$ cat src/rtl/scan_sel_gen_if.sv
// Control and select bus between the scan sequencer and its driver/observer.
// The master drives the scan controls; the slave (the sequencer) drives the decoder select and status.
interface scan_sel_gen_if;
  logic       start;
  logic       stop;
  logic       en;
  logic       mode;
  logic [2:0] sel;
  logic       sel_valid;
  logic       wrap;
  logic       sweep_done;
  logic       busy;

  modport master (
    output start, stop, en, mode,
    input  sel, sel_valid, wrap, sweep_done, busy
  );

  modport slave (
    input  start, stop, en, mode,
    output sel, sel_valid, wrap, sweep_done, busy
  );
endinterface

$ cat src/rtl/scan_sel_gen.sv
// Select generator feeding a 3-to-8 decoder: steps sel 0..LAST_IDX, holding each
// index DWELL clocks, in continuous-wrap or single-sweep mode.
module scan_sel_gen #(
  parameter int unsigned DWELL    = 4,
  parameter int unsigned LAST_IDX = 7
) (
  input  logic          clk,
  input  logic          rst,
  scan_sel_gen_if.slave bus
);
  localparam int unsigned CW        = $clog2(DWELL + 1);
  localparam logic [CW-1:0] DWELL_END = CW'(DWELL - 1);
  localparam logic [2:0]    LAST_SEL  = 3'(LAST_IDX);

  typedef enum logic [1:0] {
    IDLE = 2'd0,
    SCAN = 2'd1,
    DONE = 2'd2
  } state_e;

  state_e        state_q;
  logic [2:0]    sel_q;
  logic [CW-1:0] dwell_q;
  logic          mode_q;
  logic          sel_valid_q;
  logic          wrap_q;
  logic          done_q;
  logic          busy_q;

  // Sequencer: state, index, dwell counter and all status outputs registered together.
  always_ff @(posedge clk) begin
    if (rst) begin
      state_q     <= IDLE;
      sel_q       <= 3'd0;
      dwell_q     <= '0;
      mode_q      <= 1'b0;
      sel_valid_q <= 1'b0;
      wrap_q      <= 1'b0;
      done_q      <= 1'b0;
      busy_q      <= 1'b0;
    end else begin
      wrap_q <= 1'b0;
      done_q <= 1'b0;
      if (bus.stop) begin
        state_q     <= IDLE;
        sel_q       <= 3'd0;
        dwell_q     <= '0;
        sel_valid_q <= 1'b0;
        busy_q      <= 1'b0;
      end else begin
        case (state_q)
          IDLE: begin
            if (bus.start) begin
              state_q     <= SCAN;
              sel_q       <= 3'd0;
              dwell_q     <= '0;
              mode_q      <= bus.mode;
              sel_valid_q <= 1'b1;
              busy_q      <= 1'b1;
            end
          end
          SCAN: begin
            if (bus.start) begin
              sel_q   <= 3'd0;
              dwell_q <= '0;
              mode_q  <= bus.mode;
            end else if (bus.en) begin
              if (dwell_q == DWELL_END) begin
                dwell_q <= '0;
                // >= keeps sel bounded even if it were ever disturbed above LAST_IDX
                if (sel_q >= LAST_SEL) begin
                  sel_q <= 3'd0;
                  if (mode_q) begin
                    state_q     <= DONE;
                    sel_valid_q <= 1'b0;
                    done_q      <= 1'b1;
                  end else begin
                    wrap_q <= 1'b1;
                  end
                end else begin
                  sel_q <= sel_q + 3'd1;
                end
              end else begin
                dwell_q <= dwell_q + CW'(1);
              end
            end
          end
          DONE: begin
            state_q     <= IDLE;
            sel_valid_q <= 1'b0;
            busy_q      <= 1'b0;
          end
          default: begin
            state_q     <= IDLE;
            sel_q       <= 3'd0;
            dwell_q     <= '0;
            sel_valid_q <= 1'b0;
            busy_q      <= 1'b0;
          end
        endcase
      end
    end
  end

  assign bus.sel        = sel_q;
  assign bus.sel_valid  = sel_valid_q;
  assign bus.wrap       = wrap_q;
  assign bus.sweep_done = done_q;
  assign bus.busy       = busy_q;
endmodule
$ cat src/flat_wrapper.sv
// flat-port wrapper written by rule: the top's interface ports become plain ports
module scan_sel_gen_flat 
#(
  parameter int unsigned DWELL    = 4,
  parameter int unsigned LAST_IDX = 7
)
  (clk, rst, bus_start, bus_stop, bus_en, bus_mode, bus_sel, bus_sel_valid, bus_wrap, bus_sweep_done, bus_busy);
  scan_sel_gen_if bus_i ();
  input  logic clk;
  input  logic rst;
  input wire logic [$bits(bus_i.start)-1:0] bus_start;
  input wire logic [$bits(bus_i.stop)-1:0] bus_stop;
  input wire logic [$bits(bus_i.en)-1:0] bus_en;
  input wire logic [$bits(bus_i.mode)-1:0] bus_mode;
  output wire logic [$bits(bus_i.sel)-1:0] bus_sel;
  output wire logic [$bits(bus_i.sel_valid)-1:0] bus_sel_valid;
  output wire logic [$bits(bus_i.wrap)-1:0] bus_wrap;
  output wire logic [$bits(bus_i.sweep_done)-1:0] bus_sweep_done;
  output wire logic [$bits(bus_i.busy)-1:0] bus_busy;
  assign bus_i.start = bus_start;
  assign bus_i.stop = bus_stop;
  assign bus_i.en = bus_en;
  assign bus_i.mode = bus_mode;
  assign bus_sel = bus_i.sel;
  assign bus_sel_valid = bus_i.sel_valid;
  assign bus_wrap = bus_i.wrap;
  assign bus_sweep_done = bus_i.sweep_done;
  assign bus_busy = bus_i.busy;
  scan_sel_gen #(.DWELL(DWELL), .LAST_IDX(LAST_IDX)) u_core (.clk(clk), .rst(rst), .bus(bus_i));
endmodule
$ cat config.mk
export PLATFORM = sky130hd
export DESIGN_NAME = scan_sel_gen_flat
export DESIGN_NICKNAME = d
export VERILOG_FILES = /design/src/rtl/scan_sel_gen_if.sv /design/src/rtl/scan_sel_gen.sv /design/src/flat_wrapper.sv
export SDC_FILE = /design/constraint.sdc
export NUM_CORES = 1
export LEC_CHECK = 0
export BUFFER_PORTS_ARGS = -buffer_cell sky130_fd_sc_hd__buf_2
export CAP_MARGIN = 0
export CORE_AREA = 5 5 42 44
export CTS_BUF_LIST = sky130_fd_sc_hd__clkbuf_8
export CTS_CLUSTER_DIAMETER = 150
export DETAILED_ROUTE_END_ITERATION = 12
export DIE_AREA = 0 0 47 49
export PLACE_DENSITY = 0.7
export SKIP_LAST_GASP = 1
export SYNTH_ARGS = -nofsm -noshare
export SYNTH_HDL_FRONTEND = slang
export SYNTH_SLANG_ARGS = --single-unit
export TNS_END_PERCENT = 20
$ cat constraint.sdc
create_clock -name clk -period 3.83 [get_ports clk]
set_input_delay 0.383 -clock clk [delete_from_list [all_inputs] [get_ports clk]]
set_output_delay 0.383 -clock clk [all_outputs]
set_load 0.05 [all_outputs]
After elaboration in Yosys (flattened, before gate mapping)
Cells that the tools add are included. Widths: inputs -> output; s select.

Eq/ne operators: 11. Reduce and logical (&&, ||, !) cells: 9. $lt $le $gt $ge: 1. Multiplexer cells: 27. Bitwise operators: 6. Add/subtract/negate cells: 2.

Operators with widths (count): $mux 3 (8); $pmux 3 s3 (2); $mux 2 (6); $mux 1 (8); $reduce_or 7->1 (1); $add 3x1->3 const B (2); $ne 2x1->1 const B (3); $ne 2x2->1 const B (3); $not 1->1 (6); $reduce_and 3->1 (2); $reduce_and 6->1 (1); $pmux 1 s2 (2); $pmux 2 s2 (1); $reduce_and 4->1 (1); $reduce_or 2->1 (2); $eq 3x2->1 const B (1); $ge 3x3->1 const B (1); $ne 3x2->1 const B (1); $ne 3x3->1 const B (1); $eq 2x1->1 const B (1); $eq 2x2->1 const B (1); $logic_not 2->1 (1); $reduce_and 2->1 (1).

Output and inout port bits: 7. Bits in registers: 13. Input bits: 6.

Logic depth before layout (Yosys ltp)
Word-level depth: 6. Mapped depth: 5. Mapped depth without buffers: 5.

Worst setup path after synthesis
OpenSTA, ideal clock, no wires.

Kind: flip-flop to flip-flop. Start point: register u_core.sel_q[0] (netlist: u_core.bus.sel[0]). End point: register u_core.sel_valid_q (netlist: u_core.bus.sel_valid). Setup slack: 2.133 ns. Path buffers: 0. Setup time: 0.134 ns. Arrival time: 1.563 ns. Stages on the path, launching flop included: 6. Required time: 3.696 ns. Cell sequence: dfxtp_1 ha_1 ha_1 a31oi_1 nor4_1 o21ai_0.

Cells in the longest elaborated chain, start to end: 3.

RTL lines: from (decl) (line scan_sel_gen.sv:22) `logic [2:0] sel_q;`; from (signal assigned) (line scan_sel_gen.sv:81) `sel_q <= sel_q + 3'd1;`; $ge 3x3->1 (line scan_sel_gen.sv:71) `if (sel_q >= LAST_SEL) begin`; $ne 2x1->1 (no source line); $reduce_and 6->1 (no source line); to (signal assigned) (line scan_sel_gen.sv:75) `sel_valid_q <= 1'b0;`; to (signal assigned) (line scan_sel_gen.sv:90) `sel_valid_q <= 1'b0;`; to (signal assigned) (line scan_sel_gen.sv:97) `sel_valid_q <= 1'b0;`; to (decl) (line scan_sel_gen.sv:25) `logic sel_valid_q;`.

Every way passes these cells. A chain may end at the register's enable or synchronous reset.

Worst setup path in the final report
Start point: register u_core.sel_q[0] (netlist: u_core.bus.sel[0]). End point: register u_core.state_q[1].

Cells in the longest elaborated chain, start to end: 3.

RTL lines: $ge 3x3->1 (line scan_sel_gen.sv:71); $ne 2x1->1 (no source line); $reduce_and 6->1 (no source line); to (signal assigned) (line scan_sel_gen.sv:74) `state_q <= DONE;`; to (signal assigned) (line scan_sel_gen.sv:89) `state_q <= IDLE;`; to (signal assigned) (line scan_sel_gen.sv:94) `state_q <= IDLE;`; to (decl) (line scan_sel_gen.sv:21) `state_e state_q;`.

Every way passes these cells.

==> results.sh <==
export IMPL_fin_crit_ps=1490
export IMPL_regArea_sq_um=260
export IMPL_synth_cells=66
export IMPL_power_density_mw_per_mm2=387
export IMPL_layout_common_cells="dfxtp_1, buf_2, nand3_1, nand2_1, nor2_1"
export IMPL_r2r_start="u_core.bus.sel[0]"
export IMPL_slew_viol_final=0
export IMPL_ff2ff_path_depth=5
export IMPL_cts_sinks=13
export IMPL_dr_pass1_iters=2
export IMPL_syn_to_final_growth_pct=17.0
export IMPL_grt_total_usage=0.130
export IMPL_cp_start_kind="flip-flop"
export IMPL_synth_area_leaders="dfxtp_1, ha_1, o21a_1"
export IMPL_final_common_cell="dfxtp_1"
export IMPL_cts_resized=0
export IMPL_synth_top_area_frac=0.416
export IMPL_cts_buffers_inserted=3
export IMPL_r2r_end="u_core.state_q[1]"
export IMPL_dieArea_sq_mm=0.00230
export IMPL_initial_core_util=0.446
export IMPL_place_gp_congestion=0.753
export IMPL_fmax_mhz=672
export IMPL_avgSynthCellArea_sq_um=9.48
export IMPL_power_mw=0.283
export IMPL_cap_violations=0
export IMPL_grt_first_pass_wirelength_um=2190
export IMPL_grt_max_degree=12
export IMPL_multi_input_area_sq_um=347
export IMPL_wl_per_cell_um=12.9
export IMPL_num_io_pins=13
export IMPL_grt_pass1_vias=554
export IMPL_crit_arrival_ps=1670
export IMPL_cts_htree_levels=1
export IMPL_layout_drive_gt1_share=0.238
export IMPL_clock_skew_ps=0.671
export IMPL_p_leak_nw=0.301
export IMPL_relSlewSlack=0.667
export IMPL_stdcell_count=96
export IMPL_place_hpwl_um=960
export IMPL_end_kind="flip-flop"
export IMPL_ir_worst_vdd_mv=0.165
export IMPL_rows=14
export IMPL_tightest_slew_ps=496
export IMPL_ant_nets=0
export IMPL_critPathKind="flip-flop to flip-flop"
export IMPL_fin_tns_setup_ps=0
export IMPL_startpoint="u_core.bus.sel[0]"
export IMPL_routed_wl_um=1240
export IMPL_hold_path_class="input pin to flip-flop"
export IMPL_cts_tree="done"
export IMPL_hold_viol_final=0
export IMPL_yosys_warnings=0
export IMPL_regToRegSetupSlack_ps=2340
export IMPL_synth_top_area_cell="dfxtp_1"
export IMPL_cts_hold_buf=0
export IMPL_antenna_found_initial=0
export IMPL_clk_pin_slew_ps=50
export IMPL_num_vias=535
export IMPL_grt_ovfl_total=0
export IMPL_crit_fanout=5
export IMPL_chipWidth_um=47
export IMPL_outcome="complete, no violations"
export IMPL_setup_viol_count_final=0
export IMPL_port_buffers=12
export IMPL_fp_dieH_um=49
export IMPL_ys_seq_elements=13
export IMPL_crit_end="u_core.state_q[1]"
export IMPL_placed_cells=92
export IMPL_cts_setup_buffers=0
export IMPL_drt_iter0_drc=5
export IMPL_grt_setup_unrepaired="no"
export IMPL_synth_cell_types=30
export IMPL_clockBufferDepth=2
export IMPL_syn_area_sq_um=626
export IMPL_nFillCells=141
export IMPL_worstPathRequired_ps=4020
export IMPL_via_per_inst=5.57
export IMPL_fp_coreArea_sq_mm=0.00140
export IMPL_root_buffer="clkbuf_8"
export IMPL_drc=0
export IMPL_n_antenna_cell=0
export IMPL_clkLatencyLatePin_ps=240
export IMPL_ys_seq_area_frac=0.416
export IMPL_nNetsFinal=90
export IMPL_synth_nets=75
export IMPL_period_share=0.389
## area by class of cell
type                            count  area share
Clock buffer                        3      0.0564
Clock inverter                      1     0.00513
Multi-Input combinational cell     51       0.474
Sequential cell                    13       0.356
Tap cell                           16      0.0274
Timing Repair Buffer               12      0.0821
## registers in the layout, summed over array words and instances, names as in the netlist
name                   count
u_core.bus.busy            1
u_core.bus.sel             3
u_core.bus.sel_valid       1
u_core.bus.sweep_done      1
u_core.bus.wrap            1
u_core.dwell_q             3
u_core.mode_q              1
u_core.state_q             2
## synth_stat cells, drive strengths merged
library cell,n
o2111ai,1
nor2b,1
and2b,1
nor2,4
buf,2
nand2,4
or3b,2
o22ai,1
o21ai,3
nor3,3
nor4b,1
nor4,2
mux2,1
o21a,3
nand3,4
and3,2
dfxtp,13
nand3b,1
nor3b,2
nand4b,1
mux2i,2
o211ai,1
ha,3
a31oi,1
or2,1
and4b,1
a211o,1
a21oi,4
## worst max-delay path: stages (launching register included)
cell	delay, ps
dfxtp_1	400
ha_1	190
ha_1	140
a31oi_1	70
nor4_1	410
and3_1	220
## kinds of logic (layout without fill, tap and decap cells)
kind of cell               Yosys count  after routing  share of synthesized area
AOI/OAI and AO/OA                   15             15                      0.158
buffers and inverters                2             16                     0.0300
muxes                                3              3                     0.0500
adders and majority gates            3              3                     0.0600
and+or+nand+nor                     30             30                      0.286
DFF                                 13             13                      0.416
## how the worst min path moves through the flow
stage	startpoint	to	slack, ps	cells past startpoint
5_1_grt	rst	u_core.mode_q	350	2
3_3_place_gp	u_core.bus.busy	u_core.bus.busy	440	1
4_1_cts	rst	u_core.mode_q	340	2
6_report	rst	u_core.mode_q	340	2
3_5_place_dp	u_core.bus.sel_valid	u_core.bus.sel_valid	450	2
2_1_floorplan	u_core.mode_q	u_core.bus.wrap	430	1
## report_power, final
part	leakage (nW)	internal, mW	switching, mW	total, mW
sequential	0.105	0.138	0.00251	0.140
clock	0.0269	0.0708	0.0489	0.120
combinational	0.168	0.00858	0.0146	0.0232
total	0.301	0.217	0.0660	0.283
## per-stage QoR
step | hold slack, ps | util | worst slack [ps] | instance area (sq um)
finish | 338 | 0.522 | 2340 | 732
global route | 345 | 0.522 | 2190 | 732
CTS | 335 | 0.522 | 2310 | 732
detailed placement | 449 | 0.490 | 2320 | 687
global placement | 442 | 0.490 | 2440 | 687
floorplan | 434 | - | 2130 | 626
## metal layers
metal,wire (um),vias up,share of wire,global-route usage
met5,0,-,0,0
met4,41,0,0.033,0.0829
met3,31,5,0.025,0.0332
met2,609,7,0.49,0.208
met1,553,247,0.45,0.144
li1,-,276,-,-
(Power assumes the default switching activity.)
